## config.mk

```make
export PLATFORM = sky130hd
export DESIGN_NAME = im_fetch_port
export DESIGN_NICKNAME = d
export VERILOG_FILES = /design/src/rtl/im_fetch_port.sv
export SDC_FILE = /design/constraint.sdc
export NUM_CORES = 1
export LEC_CHECK = 0
export BUFFER_PORTS_ARGS = -buffer_cell sky130_fd_sc_hd__buf_4
export CORE_ASPECT_RATIO = 1.4
export CORE_UTILIZATION = 45
export DETAILED_ROUTE_END_ITERATION = 6
export GPL_TIMING_DRIVEN = 1
export MAX_ROUTING_LAYER = met4
export PLACE_DENSITY = 0.7
export SETUP_SLACK_MARGIN = 0.02
export SLEW_MARGIN = 20
export SYNTH_ARGS = -nofsm -noshare
export SYNTH_HDL_FRONTEND = slang
export SYNTH_SLANG_ARGS = --single-unit
```

## constraint.sdc

```tcl
create_clock -name CLOCK -period 2.8 [get_ports CLOCK]
set_input_delay 0.42 -clock CLOCK [delete_from_list [all_inputs] [get_ports CLOCK]]
set_output_delay 0.42 -clock CLOCK [all_outputs]
set_load 0.05 [all_outputs]
```

## src/rtl/im_fetch_port.sv

```systemverilog
// Instruction-memory fetch port with one-entry tagged word buffer.
// IM_ALIGN_CHECK_EN enables misaligned-PC detection on AddrError_OUT.
module im_fetch_port #(
    parameter logic [31:0] NOP_WORD = 32'h00000000,
    parameter int unsigned MAX_WAIT = 16
) (
    input  logic        CLOCK,
    input  logic        RESET,
    input  logic [31:0] Address_IN,
    input  logic        Flush_IN,
    input  logic        MemGnt_IN,
    input  logic [31:0] MemRdata_IN,
    input  logic        MemRvalid_IN,
    output logic        MemReq_OUT,
    output logic [31:0] MemAddr_OUT,
    output logic [31:0] Instruction_OUT,
    output logic        InstructionValid_OUT,
    output logic        Stall_OUT,
    output logic        BusError_OUT,
    output logic        AddrError_OUT
);

    typedef enum logic [1:0] {
        S_IDLE,
        S_REQ,
        S_WAIT,
        S_ERR
    } state_t;

    localparam logic [7:0] MaxWait = 8'(MAX_WAIT);

    state_t      state_q, state_d;
    logic        tag_valid_q, tag_valid_d;
    logic [31:0] tag_q, tag_d;
    logic [31:0] data_q, data_d;
    logic [31:0] addr_q, addr_d;
    logic [7:0]  cnt_q, cnt_d;
    logic        discard_q, discard_d;
    logic        berr_q, berr_d;

    logic        hit;
    logic        misaligned;
    logic        idle;
    logic        addr_err;
    logic        ivalid;

    assign hit  = tag_valid_q && (tag_q == Address_IN) && !Flush_IN;
    assign idle = (state_q == S_IDLE);

`ifdef IM_ALIGN_CHECK_EN
    assign misaligned = (Address_IN[1:0] != 2'b00);
`else
    assign misaligned = 1'b0;
`endif

    assign addr_err = idle && misaligned;
    assign ivalid   = idle && hit && !misaligned;

    assign MemReq_OUT           = (state_q == S_REQ);
    assign MemAddr_OUT          = addr_q;
    assign InstructionValid_OUT = ivalid;
    assign Stall_OUT            = !ivalid && !addr_err;
    assign BusError_OUT         = berr_q;
    assign AddrError_OUT        = addr_err;
    assign Instruction_OUT      =
        (hit && (state_q != S_ERR) && !addr_err) ? data_q : NOP_WORD;

    // Next-state: request issue, grant wait, data fill, timeout lockup.
    always_comb begin
        state_d     = state_q;
        tag_valid_d = tag_valid_q;
        tag_d       = tag_q;
        data_d      = data_q;
        addr_d      = addr_q;
        cnt_d       = cnt_q;
        discard_d   = discard_q;
        berr_d      = berr_q;
        unique case (state_q)
            S_IDLE: begin
                if (!hit && !misaligned) begin
                    addr_d  = Address_IN;
                    state_d = S_REQ;
                end
            end
            S_REQ: begin
                if (Flush_IN) discard_d = 1'b1;
                if (MemGnt_IN) begin
                    cnt_d   = 8'd0;
                    state_d = S_WAIT;
                end
            end
            S_WAIT: begin
                if (MemRvalid_IN) begin
                    if (!discard_q && !Flush_IN) begin
                        tag_d       = addr_q;
                        data_d      = MemRdata_IN;
                        tag_valid_d = 1'b1;
                    end
                    discard_d = 1'b0;
                    state_d   = S_IDLE;
                end else begin
                    cnt_d = cnt_q + 8'd1;
                    if (Flush_IN) discard_d = 1'b1;
                    if (cnt_q + 8'd1 == MaxWait) begin
                        berr_d  = 1'b1;
                        state_d = S_ERR;
                    end
                end
            end
            S_ERR: begin
                berr_d = 1'b1;
            end
            default: state_d = S_IDLE;
        endcase
        if (Flush_IN) tag_valid_d = 1'b0;
    end

    // State and buffer registers.
    always_ff @(posedge CLOCK or negedge RESET) begin
        if (!RESET) begin
            state_q     <= S_IDLE;
            tag_valid_q <= 1'b0;
            tag_q       <= 32'd0;
            data_q      <= 32'd0;
            addr_q      <= 32'd0;
            cnt_q       <= 8'd0;
            discard_q   <= 1'b0;
            berr_q      <= 1'b0;
        end else begin
            state_q     <= state_d;
            tag_valid_q <= tag_valid_d;
            tag_q       <= tag_d;
            data_q      <= data_d;
            addr_q      <= addr_d;
            cnt_q       <= cnt_d;
            discard_q   <= discard_d;
            berr_q      <= berr_d;
        end
    end

endmodule

```

==> metrics.cfg <==
[hold_path]
hp-class = input port to async pin

[cts]
root_buffer = clkbuf_16
htree_levels = 3
clock_sinks = 109
cts.reportedPaths.clkPinSlew_ps = 80
insertion_delay_ps = 340
ctsResizeCount = 27
cts_tree = yes
cts_max_path_buffers = 2
postCtsHoldBufs = 0
cts_setup_buffers = 0
cts_made_buffers = 9

[power_and_ir_drop]
power_leakage_uw = 0.00321
p_per_area_nw_per_um2 = 1030
power_uw = 6870
max-vdd-ir-drop_uv = 670

[route]
vias = 3471
wl_met2_mm = 5.62
drt-pass1-iter-count = 4
post_drt_wl_per_cell_um = 15.8
wl_met1_mm = 4.42
wl_met3_um = 447
top_layer = met4
routed_wl_mm = 10.6
drc = 0
ant_nets = 0
viasPerCell = 5.16
drtIter0Drc = 119

[sta]
finalCriticalPeriod_ps = 2730
drv_slew = 0
finalSetupViolCount = 0
finalHoldViolations = 0
fmax_ghz = 0.366
grt_setup_unrepaired = yes
post-route-period-util_pct = 97.5
fin_skew_ps = 9.50
worstMarginPinSlew_ps = 755
relSlewSlack_pct = 49.6

[setup_path]
critPathRequiredTime_ps = 2380
crit_type = flop to output port
crit_start = tag_q[3]
r2r-start = tag_q[3]
critPathArrivalTime_ps = 2310
crit_fanout = 32
cp-start-kind = flop
worstSetupEndpointType = output port

[layout]
final_nets = 602
final_cell_mix = 109 x dfrtp_1, 109 x buf_4, 93 x mux2_2
final.fill_count = 874
synthToLayoutAreaGrowth_pct = 32.9
drive_gt1_share_pct = 49.4
antennaDiodeCount = 0
final_core_util_pct = 61.6

[global_route]
track_usage_pct = 19.8
first_global_vias = 3645
antenna_found_initial = 0
grt_max_degree = 66
grt_overflow = 0
grt_pass1_wl_mm = 17.6

[synth]
yosys_warnings = 0
synth_cells = 390
synth-seq-cells = 109
avgSynthCellArea_um2 = 12.9
ys_seq_area_share_pct = 54.2
synth_edf_count = 0
yosys_most_used_dff = dfrtp_1
synthArstFlopShare_pct = 100
syn_area_um2 = 5040
synth.net_count = 464
synth.distinct_cells = 38

[place]
hpwlAfterDp_mm = 7.61
place_congestion = 0.811
portBuffers = 136

[die]
start_util_pct = 46.3
dieArea_um2 = 11600
core_region_area_um2 = 10900
rows = 45
die_h_um = 127
die_w_um = 91.4
io_pins = 138

[run]
drv_cap = 0

[outcome]
status = finished, final reports clean

[Yosys cell counts (5+ instances only)]
master / number / share of area, %
nor2_1: 12 / 0.89
xor2_1: 19 / 3.3
and2_1: 32 / 4.0
nand4_1: 6 / 0.75
nand3_1: 5 / 0.50
a21oi_1: 6 / 0.60
buf_2: 8 / 0.80
mux2_2: 93 / 21
nor4_1: 6 / 0.75
o21ai_0: 11 / 1.1
inv_1: 6 / 0.45
nand2b_1: 5 / 0.62
xnor2_1: 13 / 2.3
a22oi_1: 5 / 0.75
nand2_1: 7 / 0.52
ha_1: 5 / 1.2
dfrtp_1: 109 / 54
[per-layer routing]
metal | vias to the layer above | GRT usage [%]
li1 | 1639 | -
met1 | 1722 | 23.7
met2 | 100 | 33.8
met3 | 10 | 3.99
met4 | 0 | 5.88
met5 | - | -
[layout make-up]
cell class                      instances  area [um^2]  share of cell area (%)
Clock inverter                          6         50.0                   0.748
Multi-Input combinational cell        256         2210                    33.0
Sequential cell                       109         2730                    40.7
Timing Repair Buffer                  146         1290                    19.2
Clock buffer                            9          225                    3.36
Inverter                                6         22.5                   0.336
Tap cell                              141          176                    2.64
[critical path, stage by stage, from the launching register on]
cell	delay (ps)
dfrtp_1	400
xor2_1	160
nor4_2	320
nand4_1	150
nor3_2	200
and3b_2	230
buf_12	160
and2_1	170
buf_6	170
[where the power goes]
group          switching (uW)  leakage [uW]  internal (uW)  total, uW
registers                 447       0.00140           2280       2730
clock network             576      0.000133            608       1180
logic                    1660       0.00168           1300       2960
total                    2680       0.00321           4190       6870
[path summary, 6_finish.rpt]
check                                 endpoint  slack [ps]  depth (start not counted)
max reg2reg                    MemAddr_OUT[30]         580                          8
min                                   tag_q[1]         140                          1
min reg2reg                        tag_valid_q         480                          1
max                        Instruction_OUT[10]          70                          8
max in group asynchronous           data_q[19]        1920                          2
min in group CLOCK                  data_q[26]         310                          2
[sequential cells by signal, indices dropped and copies added, names as in the netlist]
| signal | cells |
|---|---|
| BusError_OUT | 1 |
| MemAddr_OUT | 32 |
| cnt_q | 8 |
| data_q | 32 |
| discard_q | 1 |
| state_q | 2 |
| tag_q | 32 |
| tag_valid_q | 1 |
[cell families after synthesis]
family          after synthesis  synth area share [%]
simple gates                 86                  9.89
buf+inv                      25                  2.66
other cells                   1                0.0745
fa+ha+maj                     5                  1.24
compound gates               33                  4.35
flops                       109                  54.2
xor+xnor                     32                  5.57
mux                          99                  22.1
[per-stage QoR]
step / TNS [ps] / instance area (um^2) / std cells / setup WS, ps / hold slack, ps
after global routing: -1370 / 6690 / 673 / -65.3 / 197
after floorplan: 0 / 5040 / 390 / 321 / 124
after global placement: 0 / 6270 / 658 / 60.9 / 456
after detailed placement: 0 / 6270 / 658 / 110 / 466
final: 0 / 6690 / 673 / 70.5 / 140
after CTS: 0 / 6640 / 673 / 14.4 / 168
Power figures use the tool's default switching activity.
